### config.mk
export PLATFORM = sky130hd
export DESIGN_NAME = weight_store_arbiter
export DESIGN_NICKNAME = d
export VERILOG_FILES = /design/src/rtl/weight_store_arbiter.sv
export SDC_FILE = /design/constraint.sdc
export NUM_CORES = 1
export LEC_CHECK = 0
export CORE_MARGIN = 5
export CORE_UTILIZATION = 41
export DETAILED_ROUTE_END_ITERATION = 12
export HOLD_SLACK_MARGIN = 0.08
export PLACE_DENSITY = 0.95
export SLEW_MARGIN = 20
export SYNTH_ARGS = -nofsm -noshare
export SYNTH_HDL_FRONTEND = slang
export SYNTH_SLANG_ARGS = --single-unit
### constraint.sdc
create_clock -name clk_i -period 5.1 [get_ports clk_i]
set_input_delay 1.53 -clock clk_i [delete_from_list [all_inputs] [get_ports clk_i]]
set_output_delay 1.53 -clock clk_i [all_outputs]
set_load 0.02 [all_outputs]
### src/rtl/weight_store_arbiter.sv
// Round-robin arbiter for the single read port of the weight store.
// A grant is a whole-transaction lock: once a client owns the store, its
// sel/addr pass straight through until it drops req or the watchdog fires.
module weight_store_arbiter #(
  parameter int NUM_REQ  = 4,
  parameter int SEL_W    = 6,
  parameter int ADDR_W   = 16,
  parameter int MAX_HOLD = 65535
) (
  input  logic                      clk_i,
  input  logic                      rst_i,
  input  logic [NUM_REQ-1:0]        req_i,
  input  logic [NUM_REQ*SEL_W-1:0]  sel_i,
  input  logic [NUM_REQ*ADDR_W-1:0] addr_i,
  output logic [NUM_REQ-1:0]        grant_o,
  output logic [7:0]                rdata_o,
  output logic [NUM_REQ-1:0]        rvalid_o,
  output logic [SEL_W-1:0]          w_sel_o,
  output logic [ADDR_W-1:0]         w_addr_o,
  input  logic [7:0]                w_data_i,
  output logic                      timeout_o,
  output logic                      busy_o
);

  localparam int OWN_W  = $clog2(NUM_REQ);
  localparam int HOLD_W = $clog2(MAX_HOLD + 1);

  typedef enum logic {S_IDLE, S_BUSY} state_t;

  state_t            state;
  logic [OWN_W-1:0]  owner;
  logic [OWN_W-1:0]  rr_ptr;
  logic [HOLD_W-1:0] hold_cnt;

  logic              pick_valid;
  logic [OWN_W-1:0]  pick_idx;
  logic              owner_req;
  logic [OWN_W-1:0]  owner_next;

  // Round-robin pick: lowest requester at or above rr_ptr, else the lowest
  // requester overall (the wrap-around part of the scan).
  always_comb begin
    // NOTE: every output of a combinational block gets a default first, so no
    // path leaves it unassigned and no latch is inferred.
    pick_valid = |req_i;
    pick_idx   = '0;
    for (int k = NUM_REQ - 1; k >= 0; k--) begin
      if (req_i[k]) pick_idx = OWN_W'(k);
    end
    for (int k = NUM_REQ - 1; k >= 0; k--) begin
      if (req_i[k] && (OWN_W'(k) >= rr_ptr)) pick_idx = OWN_W'(k);
    end
  end

  // Owner's fields to the store; selected whole per client so two clients'
  // fields can never mix, and forced to zero whenever nobody owns the store.
  always_comb begin
    owner_req = 1'b0;
    w_sel_o   = '0;
    w_addr_o  = '0;
    for (int k = 0; k < NUM_REQ; k++) begin
      if (owner == OWN_W'(k)) begin
        owner_req = req_i[k];
        if (state == S_BUSY) begin
          w_sel_o  = sel_i[k*SEL_W +: SEL_W];
          w_addr_o = addr_i[k*ADDR_W +: ADDR_W];
        end
      end
    end
  end

  // Next round-robin start: the client just after the releasing owner.
  assign owner_next = (owner == OWN_W'(NUM_REQ - 1)) ? '0 : owner + 1'b1;

  // Store read data is broadcast; clients qualify it with rvalid_o.
  assign rdata_o = w_data_i;

  // Arbitration FSM with registered grant, busy, rvalid and watchdog flag.
  always_ff @(posedge clk_i) begin
    if (rst_i) begin
      state     <= S_IDLE;
      grant_o   <= '0;
      rvalid_o  <= '0;
      owner     <= '0;
      rr_ptr    <= '0;
      hold_cnt  <= '0;
      timeout_o <= 1'b0;
      busy_o    <= 1'b0;
    end else begin
      // NOTE: sequential state uses non-blocking assignments so every register
      // samples pre-edge values, independent of statement order.
      rvalid_o <= grant_o;
      case (state)
        S_IDLE: begin
          if (pick_valid) begin
            grant_o  <= NUM_REQ'(1) << pick_idx;
            owner    <= pick_idx;
            hold_cnt <= '0;
            busy_o   <= 1'b1;
            state    <= S_BUSY;
          end
        end
        S_BUSY: begin
          hold_cnt <= hold_cnt + 1'b1;
          if (!owner_req || (hold_cnt == HOLD_W'(MAX_HOLD - 1))) begin
            grant_o <= '0;
            busy_o  <= 1'b0;
            rr_ptr  <= owner_next;
            state   <= S_IDLE;
            if (owner_req) timeout_o <= 1'b1;
          end
        end
        default: state <= S_IDLE;
      endcase
    end
  end

endmodule
Yosys cells after proc, flatten, opt, wreduce, memory -nomap -nowiden
Index checks and enable logic that the tools add are counted.
{"block": "word_totals", "reg_bits": 31, "inputBits": 102, "output_inout_bits": 40, "word_cells": 74}
{"block": "op_classes", "addsub": 2, "magnitude_cmp": 4, "n_eq_ne": 6, "shift": 1, "muxes": 40, "n_bitwise": 1, "reduce_logical": 12}
{"op": "$mux W16", "count": 9}
{"op": "$mux W6", "count": 8}
{"op": "$pmux W16 S2", "count": 1}
{"op": "$mux W2", "count": 9}
{"op": "$add A16 B1 Y16 const B", "count": 1}
{"op": "$eq A16 B16 Y1 const B", "count": 1}
{"op": "$mux W1", "count": 8}
{"op": "$mux W4", "count": 2}
{"op": "$pmux W4 S2", "count": 1}
{"op": "$reduce_and A2 Y1", "count": 3}
{"op": "$eq A2 B2 Y1 const B", "count": 2}
{"op": "$ge A1 B2 Y1 const A", "count": 2}
{"op": "$ge A2 B2 Y1 const A", "count": 2}
{"op": "$logic_and A1 B1 Y1", "count": 4}
{"op": "$pmux W1 S2", "count": 2}
{"op": "$reduce_or A4 Y1", "count": 1}
{"op": "$shl A1 B2 Y4 const A", "count": 1}
{"op": "$reduce_and A3 Y1", "count": 1}
{"op": "$add A2 B1 Y2 const B", "count": 1}
{"op": "$eq A2 B1 Y1 const B", "count": 1}
{"op": "$logic_not A2 Y1", "count": 1}
{"op": "$ne A2 B1 Y1 const B", "count": 1}
{"op": "$ne A2 B2 Y1 const B", "count": 1}
{"op": "$logic_not A1 Y1", "count": 1}
{"op": "other kinds (2)", "count": 2}

Depth between registers and ports, before layout
Gate-level depths: netlist of the first run.
{"block": "depth", "ltp_word": 11, "ltp_mapped": 8, "mapped_depth_nobuf": 6}

Least setup slack after synthesis of the first run
OpenSTA, ideal clock, no wires.
{"block": "synth_path", "path_kind": "input port to output port", "from": "in sel_i[3]", "to": "out w_sel_o[3]", "t_arrival_ns": 2.351, "t_required_ns": 3.570, "setup_slack_ns": 1.219, "path_stages": 4, "n_path_buf": 0, "cell_sequence": "nor2b_1 a221oi_1 a211o_1 a21oi_1"}
{"block": "synth_between", "elab_chain_cells": 8}
{"element": "start, declared", "line_no": "13", "source": "input logic [NUM_REQ*SEL_W-1:0] sel_i,"}
{"element": "$mux W6 (*)", "line_no": "64", "source": "if (state == S_BUSY) begin"}
{"element": "$mux W6 (*)", "line_no": "62", "source": "if (owner == OWN_W'(k)) begin"}
{"element": "$mux W6", "line_no": "64"}
{"element": "$mux W6 (*)", "line_no": "62"}
{"element": "$mux W6", "line_no": "64"}
{"element": "$mux W6 (*)", "line_no": "62"}
{"element": "$mux W6", "line_no": "64"}
{"element": "$mux W6 (*)", "line_no": "62"}
{"element": "end, declared", "line_no": "18", "source": "output logic [SEL_W-1:0] w_sel_o,"}
Mark *: on every way between the ends. The rest lies on a longest branch, timed or not.

Worst setup path after layout of the first run
{"block": "layout_path", "from": "in addr_i[25]", "to": "out w_addr_o[9]"}
{"block": "layout_between", "elab_chain_cells": 6}
{"element": "start, declared", "line_no": "14", "source": "input logic [NUM_REQ*ADDR_W-1:0] addr_i,"}
{"element": "$mux W16 (*)", "line_no": "64"}
{"element": "$mux W16 (*)", "line_no": "62"}
{"element": "$mux W16", "line_no": "64"}
{"element": "$mux W16 (*)", "line_no": "62"}
{"element": "$mux W16", "line_no": "64"}
{"element": "$mux W16 (*)", "line_no": "62"}
{"element": "end, declared", "line_no": "19", "source": "output logic [ADDR_W-1:0] w_addr_o,"}
Marked as above.

==> impl_metrics.yaml, run 1 <==
status:
  outcome: "finished clean"
logic_synthesis:
  synthTopCellsByArea: "dfxtp_1, a211o_1, a221oi_1, a21oi_1, nand2_1"
  ys_seq_area_share_pct: 26.4
  synth_edf_count: 0
  synth-async-reset-ratio_pct: 0
  synth_compound_area_share_pct: 34.0
  synth_most_common_cell: "nand2_1"
  synth_xor_area_share_pct: 0.372
  yosys_warnings: 0
  synth_nets: 425
  synth_common_cells: "nand2_1, a21oi_1, dfxtp_1"
  synthAdderAreaFrac_pct: 3.72
  synth.top_cell.area_share_pct: 26.4
  ys_ff_latch: 31
  netlist_area_um2: 2350
  syn_avg_cell_area_um2: 7.45
  ys.flop_type: "dfxtp_1"
  yosysTopAreaCell: "dfxtp_1"
  synth.area.mux_share_pct: 1.54
  yosys.area_share.simple_pct: 22.8
  synth_top_family_by_area: "compound AO/OA/AOI/OAI gates"
  synthCells: 316
  synth.distinct_cells: 47
clock_network:
  clk_latency_ns: 0.29
  clockBufferDepth: 2
  cts_setup_buffers: 0
  root_buffer: "clkbuf_8"
  cts_sinks: 31
  cts_max_level: 2
  cts-resized-gates: 0
  cts_hold_buf: 0
  cts_buffers: 5
  cts_tree: "done"
  clk_pin_slew_ns: 0.06
placement:
  io_buffer_count: 125
  place.gp.congestion: 0.871
  dp.cells: 487
  pre_cts_ws_ns: 0.257
  place_hpwl_um: 6530
power_and_ir_drop:
  finalPower_mw: 0.781
  p_leak_nw: 1.39
  power_density_nw_per_um2: 213
  peakVddDrop_uv: 211
timing:
  clock.fmax_ghz: 0.204
  holdWs_ns: 0.480
  finalSetupTns_ns: 0
  slew_viol_final: 0
  finalSetupViolCount: 0
  fin_ws_ns: 0.199
  finalClockSkew_ns: 0.00730
  grt_setup_unrepaired: "no"
  report.final.hold_viol_count: 0
  worst_slew_pin_slew_ns: 1.01
  period_share_pct: 96.1
  slew_headroom_pct: 32.6
  period_needed_ns: 4.90
grt:
  grt_pass1_wl_um: 13600
  antenna_found_initial: 0
  grt_usage_pct: 22.8
  grt_pass1_vias: 2731
  overflow: 0
  grt_max_degree: 45
setup_path:
  cp_cell_sequence: "clkdlybuf4s50_1 -> a221oi_1 -> a211o_1 -> a21oi_1 -> clkdlybuf4s50_1"
  crit_type: "in2out"
  crit_arrival_ns: 3.37
  crit_path_top_delay_cell: "clkdlybuf4s50_1"
  critPathLaunchType: "primary input"
  path_buf_inv: 2
  cp.required_ns: 3.57
  cp_max_fo: 1
  crit_path_frequent_cell: "clkdlybuf4s50_1"
  slowest_delay_ns: 0.69
  crit_family: "buffers and inverters"
  endpoint_kind: "output port"
floorplanning:
  die_area_um2: 7360
  top_level_ports: 142
  start_util_pct: 42.5
  core_um2: 5540
  die_w_um: 85.8
  fp.dieH_um: 85.8
  rows: 27
cells_and_area:
  final_cells: 495
  antennaDiodeCount: 0
  multi_input_area_um2: 1470
  fillers: 473
  drive_gt1_share_pct: 5.67
  register_area_um2: 621
  area.growth.synth_to_final_pct: 55.9
  nets: 531
route:
  drt-total-wl_um: 8660
  dr.pass1.iters: 7
  num_vias: 2877
  drc: 0
  post_drt_wl_per_cell_um: 17.5
  drtIter0Drc: 202
  ant_nets: 0
  avgViaCountPerCell: 5.81
run:
  drv_cap: 0
worst_hold_path:
  holdCritPathClass: "reg2reg"
## sequential cells by signal, summed over array words and instances (netlist names)
signal,count
rr_ptr,2
owner,2
timeout_o,1
grant_o,4
busy_o,1
rvalid_o,4
state,1
hold_cnt,16
## layer usage
layer / global-route usage [%] / vias up / part of all wire (%)
met3: 4.32 / 29 / 6.4
met4: 8.78 / 0 / 3.7
met1: 27.8 / 1329 / 39
li1: - / 1370 / -
met2: 39.3 / 149 / 51
met5: 0 / - / 0
## final cells by class
cell class              instances  area share, %
multi-input cells             223           40.0
clock buffers                   6           1.98
flip-flops and latches         31           16.9
clock inverters                 2          0.341
well taps                      72           2.46
repair buffers                130           35.1
inverters                      31           3.17
## final timing paths
kind | from | cells past startpoint | end | slack, ns
setup / recovery | addr_i[25] | 5 | w_addr_o[9] | 0.20
hold / removal | busy_o$_SDFFE_PP0P_ | 2 | busy_o$_SDFFE_PP0P_ | 0.48
setup reg to reg | owner[1]$_SDFFE_PP0P_ | 5 | rr_ptr[0]$_SDFFE_PP0P_ | 2.55
hold reg to reg | busy_o$_SDFFE_PP0P_ | 2 | busy_o$_SDFFE_PP0P_ | 0.48
## tightest hold or removal path, cell delays in order (launching register included)
cell and delay (ns):
dfxtp_1 0.31, nand2_1 0.05, o22ai_1 0.06
## power breakdown
| group | switching [mW] | internal, mW | total, mW |
|---|---|---|---|
| Clock | 0.0943 | 0.0952 | 0.189 |
| Sequential | 0.00965 | 0.252 | 0.262 |
| Combinational | 0.153 | 0.177 | 0.330 |
| Total | 0.257 | 0.524 | 0.781 |
## metrics by stage
step	area, um2	util, %
finish	3670	66.2
global route	3670	66.2
CTS	3670	66.2
detailed placement	3580	64.7
global placement	3580	64.7
floorplan	2350	-
## cell families after synthesis
| kind of cell | count (synthesis) |
|---|---|
| DFF | 31 |
| adders and majority gates | 7 |
| xor gates and xnor gates | 1 |
| and+or+nand+nor | 102 |
| buffers and inverters | 62 |
| AOI/OAI and AO/OA | 110 |
| muxes | 3 |
## cells in the final DEF, fill, tap and decap left out, types with 2 or more instances in the layout
master,instances
clkdlybuf4s50_1,125
nor3_1,4
a21oi_1,36
nor4_1,4
nor2_1,13
o22ai_1,5
a211o_1,23
o211ai_1,3
dfxtp_1,31
or2_2,3
a221oi_1,22
o21ai_0,5
nand2_1,38
ha_1,7
clkbuf_8,5
or4_1,3
inv_1,30
or3_1,3
a211oi_1,2
buf_4,5
nand4_1,6
o21a_1,3
a32oi_1,2
nand3_1,8
o221ai_1,2
nor2b_1,10
and4_1,2
and3_2,2
No activity file was read; power rests on OpenSTA's default activity.
==> run 2: changes to the inputs <==
--- a/config.mk
+++ b/config.mk
@@ -7,6 +7,7 @@
 export LEC_CHECK = 0
 export CORE_MARGIN = 5
 export CORE_UTILIZATION = 41
+export CTS_CLUSTER_DIAMETER = 40
 export DETAILED_ROUTE_END_ITERATION = 12
 export HOLD_SLACK_MARGIN = 0.08
 export PLACE_DENSITY = 0.95
==> constraint.sdc (replaced) <==
create_clock -name clk_i -period 5.1 [get_ports clk_i]
set_input_delay 1.02 -clock clk_i [delete_from_list [all_inputs] [get_ports clk_i]]
set_output_delay 1.02 -clock clk_i [all_outputs]
set_load 0.02 [all_outputs]
==> run 2 against run 1 <==
  * First-iteration DRC count is 8.9% higher
  * Setup slack better by 0.74 ns
  * Sequential power hardly changed
  * Hold slack better by 0.0051 ns
  * Via count is 1.0% higher
  * Non-clock buffer count is 2 lower
  * Die area stayed put
  * Clock power is 33% higher
  * Critical path depth is 2 higher
  * Clock-buffer cell count stayed put
  * Critical path type is now reg2out
  * Critical endpoint is now w_addr_o[14]
  * Highest routed layer unchanged
==> impl_metrics.yaml, run 2 (synthesis gave the netlist of run 1 again) <==
status:
  outcome: "finished clean"
cells_and_area:
  final_util_pct: 66.5
  largest_register_ffs: 16
  area.growth.synth_to_final_pct: 56.6
  antennaDiodeCount: 0
  final_cells: 493
  multi_input_area_um2: 1470
  final_cell_area_um2: 3690
  layout_commonest_cell: "clkdlybuf4s50_1"
  top_register: "hold_cnt"
  drive_gt1_share_pct: 5.46
  reg.largest.list: "hold_cnt (16), grant_o (4), rvalid_o (4)"
  nets: 529
  register_area_um2: 621
  layout_common_cells: "clkdlybuf4s50_1, nand2_1, a21oi_1, dfxtp_1, inv_1"
  fillers: 450
placement:
  io_buffer_count: 125
  dp.cells: 485
  place.gp.congestion: 0.891
  pre_cts_ws_ns: 1.28
  place_hpwl_um: 6620
  postPlaceCellArea_um2: 3570
floorplanning:
  rows: 27
  start_util_pct: 42.5
  core_um2: 5540
  fp.dieH_um: 85.8
  die_area_um2: 7360
  top_level_ports: 142
  die_w_um: 85.8
route:
  avgViaCountPerCell: 5.90
  drt-total-wl_um: 8720
  drc: 0
  drtIter0Drc: 220
  dr.pass1.iters: 5
  num_vias: 2907
  post_drt_wl_per_cell_um: 17.7
  ant_nets: 0
grt:
  grt_pass1_wl_um: 13400
  grt_max_degree: 45
  grt_pass1_vias: 2712
  grt_usage_pct: 22.5
  antenna_found_initial: 0
  overflow: 0
clock_network:
  clk_pin_slew_ns: 0.06
  clockBufferDepth: 2
  cts_hold_buf: 0
  cts_sinks: 31
  cts_setup_buffers: 0
  root_buffer: "clkbuf_8"
  cts_max_level: 2
  cts_tree: "done"
  cts_buffers: 5
  cts-resized-gates: 0
  clk_latency_ns: 0.29
timing:
  slew_headroom_pct: 29.5
  finalSetupTns_ns: 0
  worst_slew_pin_slew_ns: 1.05
  finalSetupViolCount: 0
  holdWs_ns: 0.485
  fin_ws_ns: 0.936
  finalClockSkew_ns: 0.00572
  clock.fmax_ghz: 0.240
  report.final.hold_viol_count: 0
  slew_viol_final: 0
  period_share_pct: 81.7
  period_needed_ns: 4.16
  grt_setup_unrepaired: "no"
worst_hold_path:
  hold_start: "grant_o[1]$_SDFFE_PP0P_"
  whs_endpoint: "rvalid_o[1]$_SDFF_PP0_"
  holdPathStages: 1
  holdCritPathClass: "reg2reg"
power_and_ir_drop:
  finalPower_mw: 0.842
  p_leak_nw: 1.40
  peakVddDrop_uv: 217
  power_density_nw_per_um2: 228
setup_path:
  cp_max_fo: 24
  crit_arrival_ns: 3.14
  r2r_slack_ns: 2.28
  r2r-start: "state$_SDFF_PP0_"
  rr_worst_depth: 4
  crit_type: "reg2out"
  critPathLaunchType: "flip-flop"
  cp.required_ns: 4.08
  r2r_end: "hold_cnt[12]$_SDFFE_PP0P_"
  critPathLaunch: "owner[0]$_SDFFE_PP0P_"
  endpoint_kind: "output port"
run:
  drv_cap: 0
-- run 2: cell types whose count changed in the layout (fill, tap and decap cells not counted), sizes merged --
cell / previous run / this run
bufinv: 0 / 1
buf: 5 / 3
clkinvlp: 1 / 0
-- run 2: how the worst max path moves through the flow --
| stage | end | depth (start not counted) | slack (ns) |
|---|---|---|---|
| floorplan | w_addr_o[0] | 8 | 2.15 |
| global placement | w_sel_o[3] | 6 | 1.30 |
| detailed placement | w_addr_o[14] | 7 | 1.28 |
| CTS | w_addr_o[14] | 7 | 0.97 |
| global route | w_addr_o[10] | 7 | 0.79 |
| finish | w_addr_o[14] | 7 | 0.94 |
-- run 2: cell type report --
cell class              count  share of cell area [%]
flip-flops and latches     31                    16.8
well taps                  72                    2.44
clock buffers               6                    2.24
multi-input cells         223                    39.8
clock inverters             2                   0.950
repair buffers            128                    34.6
inverters                  31                    3.16
-- run 2: layer usage --
metal,up-vias,wire (um),track usage [%]
li1,1366,-,-
met1,1365,3410,27.0
met2,146,4430,39.1
met3,30,539,3.84
met4,0,346,10.1
met5,-,0,0
-- run 2: where the power goes --
| part | internal [mW] | switching [mW] | total, mW | leakage (nW) |
|---|---|---|---|---|
| registers | 0.252 | 0.0103 | 0.262 | 0.252 |
| logic | 0.176 | 0.152 | 0.328 | 1.08 |
| clock network | 0.158 | 0.0938 | 0.252 | 0.0612 |
| total | 0.585 | 0.256 | 0.842 | 1.40 |
-- run 2: worst max-delay path: stages (launching register included) --
cell,delay (ns)
dfxtp_1,0.34
inv_1,0.14
ha_1,0.72
buf_4,0.39
a221oi_1,0.09
a211o_1,0.35
a21oi_1,0.17
clkdlybuf4s50_1,0.66
==> RTL edit 1, RTL diff (flow settings as in run 2) <==
Make the reset (`rst_i`) asynchronous in one clocked block.
--- a/src/rtl/weight_store_arbiter.sv
+++ b/src/rtl/weight_store_arbiter.sv
@@ -76,7 +76,7 @@
   assign rdata_o = w_data_i;
 
   // Arbitration FSM with registered grant, busy, rvalid and watchdog flag.
-  always_ff @(posedge clk_i) begin
+  always_ff @(posedge clk_i or posedge rst_i) begin
     if (rst_i) begin
       state     <= S_IDLE;
       grant_o   <= '0;
Behaviour: differs if rst_i is asserted again (counterexample within 4 cycles, from zero or initial values and one cycle with rst_i high); with rst_i held inactive, the same outputs for 10 cycles.
==> RTL edit 1 against run 2 <==
  * Sequential cell count unchanged
  * Wire length down 3.8%
  * Area after synthesis down 0.27%
  * Setup slack worse by 3.4 ps
  * Die area down 0.23%
  * Final area down 0.17%
  * Critical path type unchanged
Power is not compared: it rests on default switching activity, and its combinational part moved more than twofold at a synthesized area within 25%.
==> RTL edit 1: results (changes against run 2) <==
Synth
  • Part of the Yosys area used for sequential elements: 33.0% (was 26.4%)
  • Synth top cells by count: 40 x nand2_1, 34 x inv_1, 31 x dfrtp_1 (was 38 x nand2_1, 36 x a21oi_1, 31 x dfxtp_1)
  • Post-synthesis cell type count: 42 (was 47)
  • Synth Net Count: 398 (was 425)
  • Compound-Gate Fraction of Synth Area: 31.3% (was 34.0%)
  • Post-Synth XOR/XNOR Area: 0.746% (was 0.372%)
  • Synth area leaders: dfrtp_1 33%, a211o_1 8.6%, a221oi_1 8.2%, nand2_1 6.4%, inv_1 5.4% (was dfxtp_1 26%, a211o_1 8.6%, a221oi_1 8.2%, a21oi_1 7.7%, nand2_1 6.1%)
  • Post-synthesis mux area share: 3.52% (was 1.54%)

Worst setup path
  • Reg2Reg Depth: 6 (was 4)
  • Max FO, Critical Path: 27 (was 24)
  • Worst EP arrival: 3150 ps (was 3140 ps)

Final layout
  • Non-clk buf share: 34.6% (about the same)
  • FFs & Latches: 31 (unchanged)
  • Share of cells above drive strength 1: 5.06% (was 5.46%)
  • Multi-input combinational cell count: 194 (was 223)
  • Nets: 503 (was 529)
  • Non-clock inverters: 34 (was 31)
  • Area Growth Syn to Fin: 56.8% (was 56.6%)
  • Non-Filler Instances: 467 (was 493)
  • Clk cell area share: 3.20% (was 3.19%)
  • Sequential Area: 776 µm² (was 621 µm²)

Global route
  • Global-route wire length before repair: 13200 µm (was 13400 µm)
  • Largest net degree at the start of global routing: 35 (was 45)
  • Global Route Usage Sum: 22.5% (about the same)
  • Grt met3 use: 5.00% (was 3.84%)
  • Met1 Use GR: 25.4% (was 27.0%)

Placement
  • Post-DP HPWL: 6620 µm (about the same)
  • Placed cell area: 3560 µm² (was 3570 µm²)

Worst hold path
  • WHS Path Cells: 0 (was 1)

Drt
  • DR WL met2: 4080 µm (was 4430 µm)
  • Vias/cell: 5.74 (was 5.90)
  • Routed wl met3: 712 µm (was 539 µm)
  • DR iter-0 viols: 152 (was 220)
  • Detailed-router iteration count before antenna repair: 4 (was 5)
  • Met1 Wirelength: 3210 µm (was 3410 µm)
  • Wire per inst: 18.0 µm (was 17.7 µm)

Outcome
  • Status: complete, no violations (unchanged)

Pwr
  • Final total power: 0.00193 W
==> RTL edit 1: cell count changes in the layout (fill, tap and decap cells not counted), sizes merged, moves of 3 or more <==
cell,change
dfrtp,+31
a21oi,-10
o22ai,-4
mux2i,+5
inv,+4
nor2b,-6
and3,-3
dfxtp,-31
nand4,-4
nor2,-8
o21a,-3
or4,-3
o31ai,+4
==> RTL edit 1: worst paths after layout <==
kind / end / slack (ps) / start
min: rvalid_o[3]$_DFF_PP0_ / 400 / grant_o[3]$_DFFE_PP0P_
max in group asynchronous: grant_o[3]$_DFFE_PP0P_ / 3570 / rst_i
min in group asynchronous: grant_o[2]$_DFFE_PP0P_ / 1130 / rst_i
max: w_addr_o[7] / 930 / owner[1]$_DFFE_PP0P_
min reg2reg: rvalid_o[3]$_DFF_PP0_ / 400 / grant_o[3]$_DFFE_PP0P_
max reg2reg: rr_ptr[1]$_DFFE_PP0P_ / 2320 / owner[1]$_DFFE_PP0P_
==> RTL edit 2, RTL diff (config.mk and constraints of run 2) <==
Without the edit above. Change the parameter `NUM_REQ` from 4 to 8.
--- a/src/rtl/weight_store_arbiter.sv
+++ b/src/rtl/weight_store_arbiter.sv
@@ -2,7 +2,7 @@
 // A grant is a whole-transaction lock: once a client owns the store, its
 // sel/addr pass straight through until it drops req or the watchdog fires.
 module weight_store_arbiter #(
-  parameter int NUM_REQ  = 4,
+  parameter int NUM_REQ  = 8,
   parameter int SEL_W    = 6,
   parameter int ADDR_W   = 16,
   parameter int MAX_HOLD = 65535
Ports: changed (5 resized); port bits go from 142 to 242. The function was not compared with the original's and may differ.
==> RTL edit 2 against run 2 <==
  * Area after synthesis grew 46%
  * Wire length grew 85%
  * Setup slack lost 170 ps
  * Final area grew 59%
  * Power grew 68%
  * Sequential cell count grew 10
  * Count of clock-buffer cells in the layout shrank 1
  * Critical path type unchanged
  * Critical endpoint is now w_sel_o[0]
==> RTL edit 2: results (changes against run 2) <==
Drt
  • Wire per inst: 20.8 µm (was 17.7 µm)
  • DR iter-0 viols: 328 (was 220)
  • Vias/cell: 6.13 (was 5.90)
  • Post-Route WL: 16100 µm (was 8720 µm)

Global route
  • Largest net degree at the start of global routing: 37 (was 45)
  • Vias in the first global route: 4753 (was 2712)
  • Global Route Usage Sum: 28.9% (was 22.5%)
  • Global-route wire length before repair: 23900 µm (was 13400 µm)

Worst setup path
  • Max FO, Critical Path: 12 (was 24)
  • Worst EP arrival: 3310 ps (was 3140 ps)
  • CP max stage cell: clkdlybuf4s50_1 (was ha_1)
  • Reg2reg end: grant_o[0]$_SDFFE_PP0P_ (was hold_cnt[12]$_SDFFE_PP0P_)
  • R2R setup slack: 2180 ps (was 2280 ps)
  • Worst setup path endpoint: w_sel_o[0] (was w_addr_o[14])
  • Reg2Reg Depth: 8 (was 4)
  • Delay-heaviest family, CP: compound AO/OA/AOI/OAI gates (was buffers and inverters)

Synth
  • Mean area per synthesized cell: 7.33 µm² (was 7.45 µm²)
  • Synth Net Count: 672 (was 425)
  • Synth top cells by count: 56 x nand2_1, 44 x a22oi_1, 41 x dfxtp_1 (was 38 x nand2_1, 36 x a21oi_1, 31 x dfxtp_1)
  • Synth area leaders: dfxtp_1 24%, a22oi_1 9.6%, nand2_1 6.1%, o311ai_0 6.1%, a221oi_1 5.6% (was dfxtp_1 26%, a211o_1 8.6%, a221oi_1 8.2%, a21oi_1 7.7%, nand2_1 6.1%)
  • Post-synthesis cell type count: 57 (was 47)
  • Post-Synth Adder-Cell Area: 2.90% (was 3.72%)
  • Compound-Gate Fraction of Synth Area: 38.0% (was 34.0%)

Outcome
  • Status: complete, no violations (unchanged)

Placement
  • Final GP Congestion: 0.946 (was 0.891)
  • Post-DP HPWL: 12800 µm (was 6620 µm)
  • Placed cell count: 765 (was 485)

Pwr
  • Switching pwr: 0.000515 W (was 0.000256 W)
  • Clock power share: 21.8% (was 29.9%)
  • Maximum vdd ir drop: 0.134 mV (was 0.217 mV)
  • Pleak: 2.00 nW (was 1.40 nW)
  • Seq. pwr: 0.000375 W (was 0.000262 W)

Timing
  • Final Skew: 9.01 ps (was 5.72 ps)
  • Rel. slew slack: 36.9% (was 29.5%)

Final layout
  • Share of cells above drive strength 1: 4.94% (was 5.46%)
  • Nets: 869 (was 529)
  • Regs by FF count: hold_cnt x16, grant_o x8, rvalid_o x8 (was hold_cnt x16, grant_o x4, rvalid_o x4)

Worst hold path
  • Worst Hold Path EP: rvalid_o[0]$_SDFF_PP0_ (was rvalid_o[1]$_SDFF_PP0_)

Clock network
  • Clock slew at reported path FFs: 80 ps (was 60 ps)
## RTL edit 2: area by class of cell
type                            count  area (µm²)
Clock buffer                        5        68.8
Clock inverter                      3        65.1
Fill cell                         615        2370
Inverter                           14        52.6
Multi-Input combinational cell    370        2380
Sequential cell                    41         821
Tap cell                          105         131
Timing Repair Buffer              235        2330
## RTL edit 2: metrics by stage
| stage | setup slack (ps) | util [%] | total power, W | instance area (µm²) | hold slack [ps] |
|---|---|---|---|---|---|
| 6_report | 769 | 71.2 | 0.00141 | 5850 | 475 |
| 5_1_grt | 630 | 71.2 | 0.00148 | 5850 | 489 |
| 4_1_cts | 817 | 71.2 | 0.00141 | 5850 | 483 |
| 3_5_place_dp | 926 | 69.5 | 0.00110 | 5710 | 475 |
| 3_3_place_gp | 986 | 69.5 | 0.00108 | 5710 | 463 |
| 2_1_floorplan | 1760 | - | 0.000744 | 3450 | 452 |
## RTL edit 2: worst reg2reg max path, delay by kind of cell, from the launching register on
family          cells  cell delay (ps)
simple gates        3              860
compound gates      2              810
buf+inv             2              450
flops               1              350
fa+ha+maj           1              330
## RTL edit 2: routing by layer
| layer | wire length, µm | global-route usage (%) | up-vias |
|---|---|---|---|
| li1 | - | - | 2188 |
| met1 | 5800 | 31.7 | 2203 |
| met2 | 8070 | 51.6 | 300 |
| met3 | 1690 | 8.47 | 48 |
| met4 | 539 | 12.0 | 0 |
| met5 | 0 | 0 | - |
## RTL edit 2: logic make-up after synthesis
family | count (synthesis)
AND/OR/NAND/NOR | 182
AO/OA/AOI/OAI | 174
buffers and inverters | 59
flip-flops | 41
adder cells (fa/ha/maj) | 8
multiplexers | 5
XOR/XNOR | 1
